--- src/rtl/junction_dose_sequencer.sv ---
// Timed valve sequencer: doses one inlet at a time for its programmed dwell,
// separated by fixed all-closed settle gaps, for a programmed number of sweeps.
module junction_dose_sequencer #(
  parameter int N_CH       = 4,
  parameter int CNT_W      = 16,
  parameter int SETTLE_CYC = 2,
  parameter int CH_W       = $clog2(N_CH)
) (
  input  logic             clk,
  input  logic             rst_n,
  input  logic             wr_en,
  input  logic [CH_W-1:0]  wr_ch,
  input  logic [CNT_W-1:0] wr_dwell,
  input  logic             start,
  input  logic [7:0]       n_rounds,
  input  logic             abort,
  output logic [N_CH-1:0]  valve_open,
  output logic             busy,
  output logic             done,
  output logic             aborted,
  output logic [CH_W-1:0]  cur_ch,
  output logic [7:0]       round_cnt
);

  typedef enum logic [1:0] {S_IDLE, S_DOSE, S_GAP, S_DONE} state_t;

  state_t           state_q, state_d;
  logic [CH_W-1:0]  cur_ch_q, cur_ch_d;
  logic [CNT_W-1:0] cnt_q, cnt_d;
  logic [7:0]       round_cnt_q, round_cnt_d;
  logic [7:0]       n_rounds_q, n_rounds_d;
  logic             aborted_q, aborted_d;
  logic [CNT_W-1:0] dwell_q   [N_CH];
  logic [CNT_W-1:0] dwell_eff [N_CH];

  logic             wr_ok;
  logic             first_found, next_found;
  logic [CH_W-1:0]  first_ch, next_ch;

  assign wr_ok = wr_en && (state_q == S_IDLE || state_q == S_DONE);

  // Same-cycle writes are folded in so a start alongside a write sees the new table.
  always_comb begin
    for (int unsigned i = 0; i < N_CH; i++) begin
      dwell_eff[i] = dwell_q[i];
      if (wr_ok && wr_ch == CH_W'(i)) dwell_eff[i] = wr_dwell;
    end
  end

  always_comb begin
    first_found = 1'b0;
    first_ch    = '0;
    next_found  = 1'b0;
    next_ch     = '0;
    for (int unsigned i = 0; i < N_CH; i++) begin
      if (!first_found && dwell_eff[i] != '0) begin
        first_found = 1'b1;
        first_ch    = CH_W'(i);
      end
      if (!next_found && CH_W'(i) > cur_ch_q && dwell_eff[i] != '0) begin
        next_found = 1'b1;
        next_ch    = CH_W'(i);
      end
    end
  end

  always_comb begin
    state_d     = state_q;
    cur_ch_d    = cur_ch_q;
    cnt_d       = cnt_q;
    round_cnt_d = round_cnt_q;
    n_rounds_d  = n_rounds_q;
    aborted_d   = 1'b0;
    case (state_q)
      S_IDLE: begin
        if (start && !abort) begin
          n_rounds_d  = n_rounds;
          round_cnt_d = '0;
          if (n_rounds == '0 || !first_found) begin
            state_d = S_DONE;
          end else begin
            state_d  = S_DOSE;
            cur_ch_d = first_ch;
            cnt_d    = dwell_eff[first_ch];
          end
        end
      end
      S_DOSE: begin
        if (abort) begin
          state_d   = S_IDLE;
          aborted_d = 1'b1;
        end else if (cnt_q <= CNT_W'(1)) begin
          state_d = S_GAP;
          cnt_d   = CNT_W'(SETTLE_CYC);
        end else begin
          cnt_d = cnt_q - CNT_W'(1);
        end
      end
      S_GAP: begin
        if (abort) begin
          state_d   = S_IDLE;
          aborted_d = 1'b1;
        end else if (cnt_q <= CNT_W'(1)) begin
          if (next_found) begin
            state_d  = S_DOSE;
            cur_ch_d = next_ch;
            cnt_d    = dwell_eff[next_ch];
          end else begin
            round_cnt_d = round_cnt_q + 8'd1;
            if (({1'b0, round_cnt_q} + 9'd1) == {1'b0, n_rounds_q}) begin
              state_d = S_DONE;
            end else begin
              state_d  = S_DOSE;
              cur_ch_d = first_ch;
              cnt_d    = dwell_eff[first_ch];
            end
          end
        end else begin
          cnt_d = cnt_q - CNT_W'(1);
        end
      end
      S_DONE:  state_d = S_IDLE;
      default: state_d = S_IDLE;
    endcase
  end

  always_ff @(posedge clk or negedge rst_n) begin
    if (!rst_n) begin
      state_q     <= S_IDLE;
      cur_ch_q    <= '0;
      cnt_q       <= '0;
      round_cnt_q <= '0;
      n_rounds_q  <= '0;
      aborted_q   <= 1'b0;
      for (int unsigned i = 0; i < N_CH; i++) dwell_q[i] <= '0;
    end else begin
      state_q     <= state_d;
      cur_ch_q    <= cur_ch_d;
      cnt_q       <= cnt_d;
      round_cnt_q <= round_cnt_d;
      n_rounds_q  <= n_rounds_d;
      aborted_q   <= aborted_d;
      for (int unsigned i = 0; i < N_CH; i++) dwell_q[i] <= dwell_eff[i];
    end
  end

  always_comb begin
    valve_open = '0;
    if (state_q == S_DOSE) valve_open[cur_ch_q] = 1'b1;
  end

  assign busy      = (state_q == S_DOSE) || (state_q == S_GAP);
  assign done      = (state_q == S_DONE);
  assign aborted   = aborted_q;
  assign cur_ch    = cur_ch_q;
  assign round_cnt = round_cnt_q;

endmodule

--- config.mk ---
export PLATFORM = sky130hd
export DESIGN_NAME = junction_dose_sequencer
export DESIGN_NICKNAME = d
export VERILOG_FILES = /design/src/rtl/junction_dose_sequencer.sv
export SDC_FILE = /design/constraint.sdc
export NUM_CORES = 1
export LEC_CHECK = 0
export ABC_AREA = 1
export CORE_MARGIN = 1
export CORE_UTILIZATION = 65
export DETAILED_ROUTE_END_ITERATION = 6
export HOLD_SLACK_MARGIN = 0.12
export PLACE_DENSITY = 0.95
export SLEW_MARGIN = 30
export SYNTH_ARGS = -nofsm -noshare
export SYNTH_HDL_FRONTEND = slang
export SYNTH_SLANG_ARGS = --single-unit
--- constraint.sdc ---
create_clock -name clk -period 4.9 [get_ports clk]
set_clock_uncertainty 0.05 [all_clocks]
set_input_delay 1.225 -clock clk [delete_from_list [all_inputs] [get_ports clk]]
set_output_delay 1.225 -clock clk [all_outputs]
set_load 0.01 [all_outputs]
==> results of run 1 <==
[routing by layer]
metal,global-route usage (%),vias up
li1,-,3385
met1,45.9,3280
met2,60.3,412
met3,9.73,102
met4,21.2,0
met5,0,-
[cell families after synthesis]
kind of cell / share of synthesized area, %
DFF: 36.9
adders and majority gates: 1.28
buffers and inverters: 11.0
xor gates and xnor gates: 2.04
and+or+nand+nor: 32.0
muxes: 0.657
AOI/OAI and AO/OA: 16.1
[worst reg2reg max path, delay by kind of cell (launching register included)]
family	cells	cell delay, ps
DFF	1	400
and+or+nand+nor	14	1540
AOI/OAI and AO/OA	2	400
adders and majority gates	1	510
buffers and inverters	5	1090
[worst max-delay path by stage]
stage,start,end,slack (ps),cells past startpoint
finish,wr_en,cnt_q[15],530,22
global route,wr_en,cnt_q[10],280,22
CTS,wr_en,cnt_q[15],590,22
detailed placement,wr_en,cnt_q[9],220,22
global placement,wr_en,cnt_q[5],260,22
floorplan,wr_en,cnt_q[10],1610,22
[cells in the final DEF, fill, tap and decap left out, drive strengths merged, types with 2 or more instances in the layout]
cell / synthesis / final
a211oi: 2 / 2
a21oi: 50 / 50
a31oi: 6 / 6
buf: 33 / 23
clkbuf: 9 / 12
clkdlybuf4s50: 0 / 46
clkinv: 3 / 6
dfrtp: 101 / 101
ha: 7 / 7
inv: 139 / 139
mux2: 4 / 4
nand2: 349 / 349
nand3: 61 / 61
nand4: 3 / 3
nor2: 108 / 108
nor3: 7 / 7
nor4: 4 / 4
o211ai: 13 / 13
o21ai: 104 / 104
o21bai: 11 / 11
o22ai: 2 / 2
o31ai: 4 / 4
xnor2: 9 / 9
xor2: 7 / 7
[power by group]
group / switching (W) / internal, W
Sequential: 0.000213 / 0.00120
Combinational: 0.00194 / 0.00103
Clock: 0.000300 / 0.000210
Total: 0.00245 / 0.00244
[layout make-up]
cell class              instances  area [um2]
clock buffers                  12         155
clock inverters                 4        22.5
fillers                       855        2630
inverters                     142         533
multi-input cells             759        3570
flip-flops and latches        101        2530
well taps                     136         170
repair buffers                 69         662
[stage by stage]
step / std cells / setup slack [ps] / util (%) / area [um2]
2_1_floorplan: 1044 / 1610 / - / 6850
3_3_place_gp: 1207 / 261 / 72.6 / 7460
3_5_place_dp: 1207 / 222 / 72.6 / 7460
4_1_cts: 1223 / 593 / 74.3 / 7640
5_1_grt: 1223 / 276 / 74.4 / 7640
6_report: 1223 / 532 / 74.4 / 7640
[cell usage after synthesis, types with 3 or more instances]
cell type,count
sky130_fd_sc_hd__a21oi_1,50
sky130_fd_sc_hd__a31oi_1,6
sky130_fd_sc_hd__buf_2,23
sky130_fd_sc_hd__buf_4,7
sky130_fd_sc_hd__clkbuf_1,7
sky130_fd_sc_hd__clkinv_1,3
sky130_fd_sc_hd__dfrtp_1,101
sky130_fd_sc_hd__ha_1,7
sky130_fd_sc_hd__inv_1,129
sky130_fd_sc_hd__inv_2,10
sky130_fd_sc_hd__mux2_2,4
sky130_fd_sc_hd__nand2_1,342
sky130_fd_sc_hd__nand2_2,6
sky130_fd_sc_hd__nand3_1,61
sky130_fd_sc_hd__nor2_1,102
sky130_fd_sc_hd__nor2_4,3
sky130_fd_sc_hd__nor3_1,7
sky130_fd_sc_hd__nor4_1,4
sky130_fd_sc_hd__o211ai_1,13
sky130_fd_sc_hd__o21ai_0,52
sky130_fd_sc_hd__o21ai_1,48
sky130_fd_sc_hd__o21ai_2,4
sky130_fd_sc_hd__o21bai_1,11
sky130_fd_sc_hd__o31ai_1,4
sky130_fd_sc_hd__xnor2_1,9
sky130_fd_sc_hd__xor2_1,7
[state kept, by name, summed over array words and instances (netlist names)]
name        flops
round_cnt       8
aborted         1
cnt_q          16
dwell_q        64
cur_ch          2
n_rounds_q      8
state_q         2
==> results_tabular.tex, run 1 <==
\begin{tabular}{lr}
\hline
Metric & Value \\
\hline
\multicolumn{2}{l}{\textbf{Worst setup path}} \\
Type of the setup path with the least slack & input port to flip-flop \\
Logic depth of the worst register-to-register path & 22 \\
CP bufs+invs & 6 \\
Req. time, crit path & 5150 ps \\
Worst-path cell with the longest stage delay & sky130\_fd\_sc\_hd\_\_clkdlybuf4s50\_1 \\
Stage delay of the slowest cell on the critical path & approximately 500 ps \\
Worst reg2reg path endpoint & cnt\_q[15] \\
Cell-by-cell listing of the critical path & clkdlybuf4s50\_1 -> inv\_1 -> nor2\_2 -> buf\_4 -> nand2\_1 -> buf\_4 -> nand2\_1 -> o21ai\_1 -> nor2\_1 -> nand2\_1 -> nor2\_1 -> nand2\_1 -> inv\_2 -> nand2\_1 -> o21ai\_1 -> nand2\_1 -> nand2\_1 -> nor2\_2 -> inv\_2 -> nor2\_1 -> nand2\_1 -> nand2\_1 \\
Startpoint class of the critical path & input port \\
Highest fanout seen on the critical path & 31 \\
Reg2Reg Launch Point & state\_q[0] \\
Critical path endpoint category & flip-flop \\
Register-to-register setup slack & around 820 ps \\
Worst path arrival time & 4610 ps \\
Top cell family by delay on the critical path & buffers and inverters \\
Dominant cell type by count on the critical path & sky130\_fd\_sc\_hd\_\_nand2\_1 \\
\multicolumn{2}{l}{\textbf{STA}} \\
Max\_slew headroom & 54.5\% \\
Hold Worst Slack & 437 ps \\
Count of final hold-check violations & 0 \\
Setup total negative slack & 0 ps \\
Fmax & 229 MHz \\
Worst Tran Pin Value & 675 ps \\
Min cycle time layout & between 4000 and 5000 ps \\
Total of endpoints with negative setup slack in the final report & 0 \\
RSZ-0062 raised after global routing & false \\
Fin crit share & 89.1\% \\
Number of slew-limit violations in the final report & 0 \\
\multicolumn{2}{l}{\textbf{Min path}} \\
Instance count along the most critical hold path & 2 \\
Hold wc startpoint & dwell\_q[0] \\
Worst hold-check path type & flip-flop to flip-flop \\
Worst hold path endpoint & dwell\_q[0] \\
\multicolumn{2}{l}{\textbf{CTS}} \\
H-tree level count & 3 \\
Number of buffers created by CTS & 9 \\
CTS root buf & sky130\_fd\_sc\_hd\_\_clkbuf\_8 \\
Clock tree from TritonCTS & done \\
Post-CTS Repair Setup Buffers & 0 \\
Clock transition at the registers of the reported paths & 100 ps \\
Clock Path Buffers & 2 \\
Hold-fix buffers at CTS & 0 \\
Skew-Pair Late Insertion Delay & approximately 400 ps \\
Total of cells resized after clock tree synthesis & 0 \\
Sinks on Clock Net & 101 \\
\multicolumn{2}{l}{\textbf{Drt}} \\
Count of nets left with antenna violations after detail routing & 0 \\
DRT met1 WL & 7.49 mm \\
Via count of the routed design & 7179 \\
Avg Vias per Cell & 5.87 \\
Remaining design rule violation count & 2 \\
Detailed Route WL & roughly 19 mm \\
Amount of wire on met3 after detailed routing & between 1.5 and 2 mm \\
Total met2 wirelength after detailed routing & 9.09 mm \\
Number of design-rule violations left by the first detailed-router iteration & 675 \\
Detail-routed net length per standard cell & between 15 and 20 um \\
Highest routed layer & met4 \\
Initial DRT Pass Iterations & 7 \\
\multicolumn{2}{l}{\textbf{Logic synthesis}} \\
Share of synthesized area occupied by flip-flops and latches & 36.9\% \\
Count of flip-flops with a built-in enable after synthesis & 0 \\
Share of the synthesized area in the top cell type & around 37\% \\
Leading area contributor after synthesis & sky130\_fd\_sc\_hd\_\_dfrtp\_1 \\
Area of the mapped netlist & 6850 um2 \\
Commonest register cell after synthesis & sky130\_fd\_sc\_hd\_\_dfrtp\_1 \\
Async set or reset register ratio after synthesis & 100\% \\
Yosys cell types & 44 \\
Post-Syn Area per Cell & 6.56 um2 \\
Biggest area contributors in the synthesized netlist & sky130\_fd\_sc\_hd\_\_dfrtp\_1 (37\%), sky130\_fd\_sc\_hd\_\_nand2\_1 (19\%), sky130\_fd\_sc\_hd\_\_inv\_1 (7.1\%) \\
Flip-flop and latch count after synthesis & 101 \\
Syn nets & $\sim$1100 \\
Number of instances in the synthesized netlist & 1044 \\
Number of warnings issued by yosys & 0 \\
\multicolumn{2}{l}{\textbf{Pwr}} \\
VDD IR max & roughly 0.43 mV \\
Power density over cell area & 640 nW/um2 \\
Static Leak & 3.93 nW \\
Pwr Total & 0.00490 W \\
\multicolumn{2}{l}{\textbf{Status}} \\
Status & complete, but fails checks \\
Failing checks & design-rule violations \\
\multicolumn{2}{l}{\textbf{Finish}} \\
Total number of nets in the final design & 1120 \\
Layout cell share with drive strength beyond 1 & 6.81\% \\
Relative area change from synthesis to final layout & 11.6\% \\
ANT cells & 0 \\
\multicolumn{2}{l}{\textbf{GRT}} \\
Number of global-route vias before repair & 6944 \\
GR Util All Layers & between 30\% and 40\% \\
Initial antenna violation count & 0 \\
Aggregate global routing overflow & 0 \\
Largest net degree at the start of global routing & between 70 and 80 \\
Wire length of the first global-routing pass & 32.3 mm \\
\multicolumn{2}{l}{\textbf{Placement}} \\
Placed wire-length estimate after detailed placement & 14.3 mm \\
Number of buffers added on ports & 47 \\
Routability Congestion & 1.08 \\
\multicolumn{2}{l}{\textbf{Floorplan}} \\
Initial core utilization & 66.7\% \\
Die Width & 105 um \\
Boundary Pins & 48 \\
Die outline height & between 100 and 150 um \\
Die area & roughly 11000 um2 \\
Standard-cell rows & 37 \\
Placeable core region & 10300 um2 \\
\multicolumn{2}{l}{\textbf{Flow run}} \\
Max Cap Violations & 0 \\
\hline
\end{tabular}
Note: power is estimated with default switching activity, not from simulation.
==> run 2, diff against run 1 <==
--- a/config.mk
+++ b/config.mk
@@ -7,7 +7,8 @@
 export LEC_CHECK = 0
 export ABC_AREA = 1
 export CORE_MARGIN = 1
-export CORE_UTILIZATION = 65
+export CORE_UTILIZATION = 66
+export CTS_BUF_LIST = sky130_fd_sc_hd__clkbuf_4 sky130_fd_sc_hd__clkbuf_8
 export DETAILED_ROUTE_END_ITERATION = 6
 export HOLD_SLACK_MARGIN = 0.12
 export PLACE_DENSITY = 0.95
==> run 2 against run 1 <==
- the flow now finishes without violations
- die area shrank 1.5%
- routed wire length is essentially flat
- via count grew 1.3%
- clock power grew 16%
- critical path depth shrank 2
- first-iteration DRC count grew 17%
- maximum frequency shrank 0.21%
- non-clock buffer count is the same
- sequential share of layout area shrank 0.16 points
- worst setup slack lost 9.1 ps
- combinational power is essentially flat
- critical path type unchanged
- critical endpoint is now cnt_q[3]
- highest routed layer unchanged
==> results_tabular.tex, run 2 (synthesis gave the netlist of run 1 again) <==
\begin{tabular}{lr}
\hline
Metric & Value \\
\hline
\multicolumn{2}{l}{\textbf{Status}} \\
Status & completed \\
\multicolumn{2}{l}{\textbf{Pwr}} \\
Pwr Total & 0.00500 W (+2.2\%) \\
Comb power frac & 59.8\% (-0.8 points) \\
Sequential cell fraction of total power & 28.4\% (-0.6 points) \\
VDD IR max & 0.386 mV (-11\%) \\
Clock share of power & 11.8\% (+1.4 points) \\
Power density over cell area & 651 nW/um2 (+1.7\%) \\
Sw frac & 49.4\% (-0.69 points) \\
Switching power & 0.00247 W (+0.83\%) \\
Static Leak & 3.94 nW (+0.24\%) \\
Internal power summed over all cells & 0.00253 W (+3.7\%) \\
\multicolumn{2}{l}{\textbf{Drt}} \\
Remaining design rule violation count & 0 (-2) \\
Via count of the routed design & 7274 (+1.3\%) \\
Number of design-rule violations left by the first detailed-router iteration & 793 (+17\%) \\
Detailed Route WL & 19.3 mm (about the same) \\
Initial DRT Pass Iterations & 6 (-1) \\
Count of nets left with antenna violations after detail routing & 0 (unchanged) \\
Detail-routed net length per standard cell & 15.8 um (+0.19\%) \\
Avg Vias per Cell & 5.96 (+1.6\%) \\
\multicolumn{2}{l}{\textbf{Finish}} \\
Register name with the most flops & dwell\_q \\
Relative area change from synthesis to final layout & 12.1\% \\
Layout cell share with drive strength beyond 1 & 6.90\% (+0.092 points) \\
Post-Route Utilization & 77.5\% (+3.1 points) \\
Total number of nets in the final design & 1120 (unchanged) \\
ANT cells & 0 (unchanged) \\
Most common cell after layout, fill and taps aside & sky130\_fd\_sc\_hd\_\_nand2\_1 \\
Final instance area & 7680 um2 (+0.49\%) \\
Flip-flop count of the largest register, all copies and words added & 64 (unchanged) \\
Post-route insts no fill & 1220 (-0.25\%) \\
Most frequent cells in the layout & sky130\_fd\_sc\_hd\_\_nand2\_1 (342), sky130\_fd\_sc\_hd\_\_inv\_1 (129), sky130\_fd\_sc\_hd\_\_dfrtp\_1 (101) \\
Largest registers in the final layout & dwell\_q: 64 flops, cnt\_q: 16 flops \\
\multicolumn{2}{l}{\textbf{GRT}} \\
Wire length of the first global-routing pass & 32.4 mm (+0.15\%) \\
Largest net degree at the start of global routing & 76 (+1.3\%) \\
Initial antenna violation count & 0 (unchanged) \\
Global routing usage on met3 & 8.96\% (-0.77 points) \\
Busiest grt layer & met2 \\
Aggregate global routing overflow & 0 (unchanged) \\
GR met2 Demand/Resource & 62.2\% (+2.0 points) \\
Number of global-route vias before repair & 6932 (-0.17\%) \\
GR Util All Layers & 37.7\% (+0.12 points) \\
Met1 Usage GRT & 45.3\% (-0.65 points) \\
\multicolumn{2}{l}{\textbf{Floorplan}} \\
Placeable core region & 9910 um2 (-3.6\%) \\
Die outline height & 104 um (-0.75\%) \\
Die Width & 104 um (-0.75\%) \\
Standard-cell rows & 36 (-2.7\%) \\
Initial core utilization & 69.2\% (+2.5 points) \\
Boundary Pins & 48 (unchanged) \\
Die area & 10800 um2 (-1.5\%) \\
\multicolumn{2}{l}{\textbf{STA}} \\
Total of endpoints with negative setup slack in the final report & 0 (unchanged) \\
Fmax & 228 MHz (-0.21\%) \\
Max\_slew headroom & 54.9\% (+0.32 points) \\
Setup total negative slack & 0 ps (unchanged) \\
Worst Tran Pin Value & 677 ps (+2.32 ps) \\
Min cycle time layout & 4380 ps (+9.07 ps) \\
Number of slew-limit violations in the final report & 0 (unchanged) \\
Fin crit share & 89.3\% (+0.19 points) \\
RSZ-0062 raised after global routing & false \\
Count of final hold-check violations & 0 (unchanged) \\
\multicolumn{2}{l}{\textbf{Worst setup path}} \\
Register-to-register setup slack & 820 ps (about the same) \\
Stage delay of the slowest cell on the critical path & 510 ps (about the same) \\
Logic depth of the worst register-to-register path & 20 (-9.1\%) \\
Highest fanout seen on the critical path & 30 (-3.2\%) \\
Cell-by-cell listing of the critical path & clkdlybuf4s50\_1 -> inv\_1 -> nor2\_2 -> nand2\_2 -> nand2\_1 -> nand2\_1 -> nor2\_1 -> nand2\_1 -> nor2\_1 -> nand2\_1 -> nand2\_1 -> nand2\_2 -> nor2\_8 -> nand4\_2 -> nor2\_1 -> nor2\_2 -> inv\_2 -> a21oi\_1 -> nand2\_1 -> nand2\_1 \\
Worst-path cell with the longest stage delay & sky130\_fd\_sc\_hd\_\_clkdlybuf4s50\_1 \\
Req. time, crit path & 5140 ps (about the same) \\
Critical path endpoint category & flip-flop \\
Dominant cell type by count on the critical path & sky130\_fd\_sc\_hd\_\_nand2\_1 \\
Startpoint class of the critical path & input port \\
Type of the setup path with the least slack & input port to flip-flop \\
Worst path arrival time & 4610 ps (about the same) \\
\multicolumn{2}{l}{\textbf{CTS}} \\
Number of buffers created by CTS & 9 (unchanged) \\
Post-CTS Repair Setup Buffers & 0 (unchanged) \\
H-tree level count & 3 (unchanged) \\
Skew-Pair Late Insertion Delay & 390 ps (about the same) \\
Hold-fix buffers at CTS & 0 (unchanged) \\
Total of cells resized after clock tree synthesis & 0 (unchanged) \\
Clock Path Buffers & 2 (unchanged) \\
CTS root buf & sky130\_fd\_sc\_hd\_\_clkbuf\_8 \\
Clock transition at the registers of the reported paths & 100 ps (about the same) \\
Sinks on Clock Net & 101 (unchanged) \\
Clock tree from TritonCTS & done \\
\multicolumn{2}{l}{\textbf{Min path}} \\
Instance count along the most critical hold path & 2 (unchanged) \\
Worst hold-check path type & flip-flop to flip-flop \\
\multicolumn{2}{l}{\textbf{Placement}} \\
Number of buffers added on ports & 47 (unchanged) \\
Cells after DPL & 1204 (-0.25\%) \\
Routability Congestion & 1.11 (+2.5\%) \\
Placed wire-length estimate after detailed placement & 14.0 mm (-2.0\%) \\
Area post-placement & 7460 um2 (about the same) \\
\multicolumn{2}{l}{\textbf{Flow run}} \\
Max Cap Violations & 0 (unchanged) \\
\hline
\end{tabular}
[run 2: power groups by stage]
stage,logic [W],clock network (W),registers (W)
floorplan,0.00212,0,0.00138
detailed placement,0.00288,0,0.00143
finish,0.00299,0.000590,0.00142
global placement,0.00280,0,0.00141
global route,0.00332,0.000627,0.00146
CTS,0.00291,0.000591,0.00141
[run 2: final timing paths]
check | startpoint | end
min in group asynchronous | rst_n | dwell_q[45]
hold reg to reg | dwell_q[0] | dwell_q[0]
hold / removal | dwell_q[0] | dwell_q[0]
setup / recovery | wr_en | cnt_q[3]
setup reg to reg | state_q[0] | cnt_q[3]
max in group asynchronous | rst_n | n_rounds_q[5]
[run 2: critical path: cells and delay by family]
family | cells | cell delay (ps)
and+or+nand+nor | 16 | 2300
AOI/OAI and AO/OA | 1 | 130
buffers and inverters | 3 | 950
[run 2: layout make-up]
cell class,count,area [um2]
multi-input combinational,759,3570
sequential,101,2530
fill,719,2230
timing repair buffer,69,662
inverter,142,533
tap,133,166
clock buffer,10,131
clock inverter,6,87.6
[run 2: stage by stage]
| step | setup slack, ps | hold WS (ps) |
|---|---|---|
| after floorplan | 1610 | 399 |
| after detailed placement | 268 | 427 |
| after CTS | 648 | 449 |
| final | 523 | 448 |
| after global routing | 231 | 480 |
| after global placement | 395 | 417 |
[run 2: per-layer routing]
layer / share of wire, % / vias up / wire length (um)
li1: - / 3383 / -
met1: 38 / 3307 / 7300
met2: 47 / 466 / 9170
met3: 9.6 / 118 / 1850
met4: 5.2 / 0 / 1000
met5: 0 / - / 0
==> run 3, diff against run 2 <==
--- a/config.mk
+++ b/config.mk
@@ -6,6 +6,7 @@
 export NUM_CORES = 1
 export LEC_CHECK = 0
 export ABC_AREA = 1
+export CORE_ASPECT_RATIO = 0.6
 export CORE_MARGIN = 1
 export CORE_UTILIZATION = 66
 export CTS_BUF_LIST = sky130_fd_sc_hd__clkbuf_4 sky130_fd_sc_hd__clkbuf_8
==> run 3 against run 2 <==
- register-to-register slack got worse by 190 ps
- clock power increased by 5.4%
- via count increased by 0.40%
- combinational power about the same
- die area increased by 0.13%
- hold slack got worse by 6.5 ps
- final area decreased by 0.54%
- final cell count decreased by 0.57%
- core utilization decreased by 1.0 points
- critical path depth increased by 1
- critical endpoint is now cnt_q[0]
==> results_tabular.tex, run 3 (synthesis gave the netlist of run 1 again) <==
\begin{tabular}{lr}
\hline
Metric & Value \\
\hline
\multicolumn{2}{l}{\textbf{Floorplan}} \\
Standard-cell rows & 28 (-22\%) \\
Placeable core region & 9980 um2 (+0.76\%) \\
Initial core utilization & 68.6\% (-0.52 points) \\
Die Width & 134 um (+29\%) \\
Boundary Pins & 48 (unchanged) \\
Die outline height & 80.9 um (-22\%) \\
Die area & 10800 um2 (+0.13\%) \\
\multicolumn{2}{l}{\textbf{STA}} \\
Max\_slew headroom & 53.6\% (-1.3 points) \\
Setup total negative slack & 0 ps (unchanged) \\
Min cycle time layout & 4520 ps (+141 ps) \\
Fmax & 221 MHz (-3.1\%) \\
RSZ-0062 raised after global routing & false \\
Worst Tran Pin Value & 689 ps (+12.0 ps) \\
Fin crit share & 92.2\% (+2.9 points) \\
Count of final hold-check violations & 0 (unchanged) \\
Total of endpoints with negative setup slack in the final report & 0 (unchanged) \\
Number of slew-limit violations in the final report & 0 (unchanged) \\
\multicolumn{2}{l}{\textbf{Finish}} \\
Flip-flop count of the largest register, all copies and words added & 64 (unchanged) \\
Layout cell share with drive strength beyond 1 & 6.12\% (-0.78 points) \\
Total number of nets in the final design & 1111 (-0.80\%) \\
Final instance area & 7640 um2 (-0.54\%) \\
Relative area change from synthesis to final layout & 11.5\% \\
Largest registers in the final layout & dwell\_q: 64 flops, cnt\_q: 16 flops \\
Most common cell after layout, fill and taps aside & sky130\_fd\_sc\_hd\_\_nand2\_1 \\
Number of filler instances in the final layout & 760 (+5.7\%) \\
ANT cells & 0 (unchanged) \\
Most frequent cells in the layout & sky130\_fd\_sc\_hd\_\_nand2\_1 (342), sky130\_fd\_sc\_hd\_\_inv\_1 (129), sky130\_fd\_sc\_hd\_\_dfrtp\_1 (101) \\
Register name with the most flops & dwell\_q \\
\multicolumn{2}{l}{\textbf{Worst setup path}} \\
Type of the setup path with the least slack & input port to flip-flop \\
Cell-by-cell listing of the critical path & clkdlybuf4s50\_1 -> inv\_1 -> nor2\_2 -> buf\_4 -> nand2\_2 -> nand2\_1 -> nand2\_1 -> nor2\_1 -> nand2\_1 -> nor2\_1 -> nand2\_1 -> nand2\_1 -> nand2\_2 -> nor2\_8 -> nand4\_2 -> nor2\_1 -> nor2\_2 -> inv\_2 -> nor2\_1 -> nand2\_1 -> nand2\_1 \\
Highest fanout seen on the critical path & 30 (unchanged) \\
Stage delay of the slowest cell on the critical path & 500 ps (about the same) \\
Worst reg2reg path endpoint & cnt\_q[0] \\
Worst-path cell with the longest stage delay & sky130\_fd\_sc\_hd\_\_clkdlybuf4s50\_1 \\
Req. time, crit path & 5150 ps (about the same) \\
Logic depth of the worst register-to-register path & 21 (+5.0\%) \\
Dominant cell type by count on the critical path & sky130\_fd\_sc\_hd\_\_nand2\_1 \\
CP bufs+invs & 4 (+1) \\
Top cell family by delay on the critical path & simple AND/OR/NAND/NOR gates \\
Register-to-register setup slack & 630 ps (-190 ps) \\
Reg2Reg Launch Point & state\_q[1] \\
Startpoint class of the critical path & input port \\
Worst path arrival time & 4760 ps (+150 ps) \\
Critical path endpoint category & flip-flop \\
\multicolumn{2}{l}{\textbf{Drt}} \\
Remaining design rule violation count & 0 (unchanged) \\
Detail-routed net length per standard cell & 16.4 um (+3.5\%) \\
Detailed Route WL & 19.9 mm (+2.9\%) \\
Via count of the routed design & 7303 (+0.40\%) \\
Avg Vias per Cell & 6.02 (+0.98\%) \\
Initial DRT Pass Iterations & 6 (unchanged) \\
DRT met1 WL & 8.07 mm (+11\%) \\
Highest routed layer & met4 \\
Amount of wire on met3 after detailed routing & 3.15 mm (+70\%) \\
Count of nets left with antenna violations after detail routing & 0 (unchanged) \\
Number of design-rule violations left by the first detailed-router iteration & 1137 (+43\%) \\
Total met2 wirelength after detailed routing & 8.13 mm (-11\%) \\
\multicolumn{2}{l}{\textbf{Placement}} \\
Number of buffers added on ports & 47 (unchanged) \\
Routability Congestion & 1.05 (-5.5\%) \\
Placed wire-length estimate after detailed placement & 14.6 mm (+4.2\%) \\
Area post-placement & 7400 um2 (-0.70\%) \\
\multicolumn{2}{l}{\textbf{Pwr}} \\
Sequential cell fraction of total power & 28.2\% (-0.2 points) \\
VDD IR max & 0.331 mV (-14\%) \\
Switching power & 0.00253 W (+2.0\%) \\
Clock share of power & 12.4\% (+0.6 points) \\
Power density over cell area & 657 nW/um2 (+0.81\%) \\
Comb power frac & 59.4\% (-0.4 points) \\
Static Leak & 3.91 nW (-0.81\%) \\
Sw frac & 50.3\% (+0.88 points) \\
Internal power summed over all cells & 0.00249 W (-1.5\%) \\
\multicolumn{2}{l}{\textbf{Min path}} \\
Worst hold path endpoint & dwell\_q[0] \\
Hold wc startpoint & dwell\_q[0] \\
Worst hold-check path type & flip-flop to flip-flop \\
Instance count along the most critical hold path & 2 (unchanged) \\
\multicolumn{2}{l}{\textbf{Flow run}} \\
Max Cap Violations & 0 (unchanged) \\
\multicolumn{2}{l}{\textbf{GRT}} \\
Wire length of the first global-routing pass & 31.8 mm (-1.9\%) \\
Initial antenna violation count & 0 (unchanged) \\
Number of global-route vias before repair & 6348 (-8.4\%) \\
Largest net degree at the start of global routing & 75 (-1.3\%) \\
Aggregate global routing overflow & 0 (unchanged) \\
GR Util All Layers & 38.4\% (+0.77 points) \\
\multicolumn{2}{l}{\textbf{CTS}} \\
CTS root buf & sky130\_fd\_sc\_hd\_\_clkbuf\_8 \\
Sinks on Clock Net & 101 (unchanged) \\
Number of buffers created by CTS & 9 (unchanged) \\
Hold-fix buffers at CTS & 0 (unchanged) \\
Clock transition at the registers of the reported paths & 100 ps (about the same) \\
H-tree level count & 3 (unchanged) \\
Post-CTS Repair Setup Buffers & 0 (unchanged) \\
Total of cells resized after clock tree synthesis & 0 (unchanged) \\
Clock Path Buffers & 2 (unchanged) \\
Skew-Pair Late Insertion Delay & 400 ps (about the same) \\
Clock tree from TritonCTS & done \\
\multicolumn{2}{l}{\textbf{Status}} \\
Status & completed \\
\hline
\end{tabular}
## run 3: changes by cell type in the layout (fill, tap and decap cells not counted), sizes merged
cell | before | now
buf | 23 | 14
inv | 139 | 141
clkinv | 4 | 3
clkinvlp | 3 | 2
## run 3: layer usage
| layer | vias up | global-route usage (%) |
|---|---|---|
| met5 | - | 0 |
| met2 | 604 | 57.0 |
| met3 | 85 | 13.5 |
| met1 | 3248 | 52.9 |
| met4 | 0 | 11.8 |
| li1 | 3366 | - |
## run 3: layout make-up
class	count	area [um2]	share of cell area, %
Multi-Input combinational cell	759	3570	46.8
Sequential cell	101	2530	33.1
Timing Repair Buffer	60	607	7.94
Inverter	142	533	6.98
Tap cell	135	169	2.21
Clock buffer	10	138	1.80
Clock inverter	6	92.6	1.21
## run 3: worst max-delay path by stage
stage | start | endpoint | cells after the start | slack (ps)
floorplan | wr_en | cnt_q[10] | 22 | 1610
global placement | wr_en | cnt_q[5] | 21 | 300
detailed placement | wr_en | cnt_q[5] | 21 | 200
CTS | wr_en | cnt_q[2] | 21 | 550
global route | wr_en | cnt_q[8] | 23 | 140
finish | wr_en | cnt_q[0] | 21 | 380
## run 3: power by group through the flow
| stage | combinational (W) | sequential (W) | clock (W) |
|---|---|---|---|
| after floorplan | 0.00212 | 0.00138 | 0 |
| after global placement | 0.00274 | 0.00141 | 0 |
| after detailed placement | 0.00284 | 0.00142 | 0 |
| after CTS | 0.00287 | 0.00141 | 0.000621 |
| after global routing | 0.00328 | 0.00145 | 0.000656 |
| final | 0.00298 | 0.00142 | 0.000622 |
## run 3: through the flow
step	power [W]	hold WS [ps]	util, %	setup slack [ps]	instances
final	0.00502	442	76.5	382	1213
after global routing	0.00538	479	76.5	135	1213
after CTS	0.00489	440	76.5	553	1213
after detailed placement	0.00425	417	74.2	201	1197
after global placement	0.00415	416	74.2	298	1197
after floorplan	0.00350	399	-	1610	1044
## run 3: worst register-to-register path: cells and delay by family, from the launching register on
kind	cells	cell delay [ps]
buffers and inverters	3	760
adders and majority gates	1	520
DFF	1	400
and+or+nand+nor	17	2440
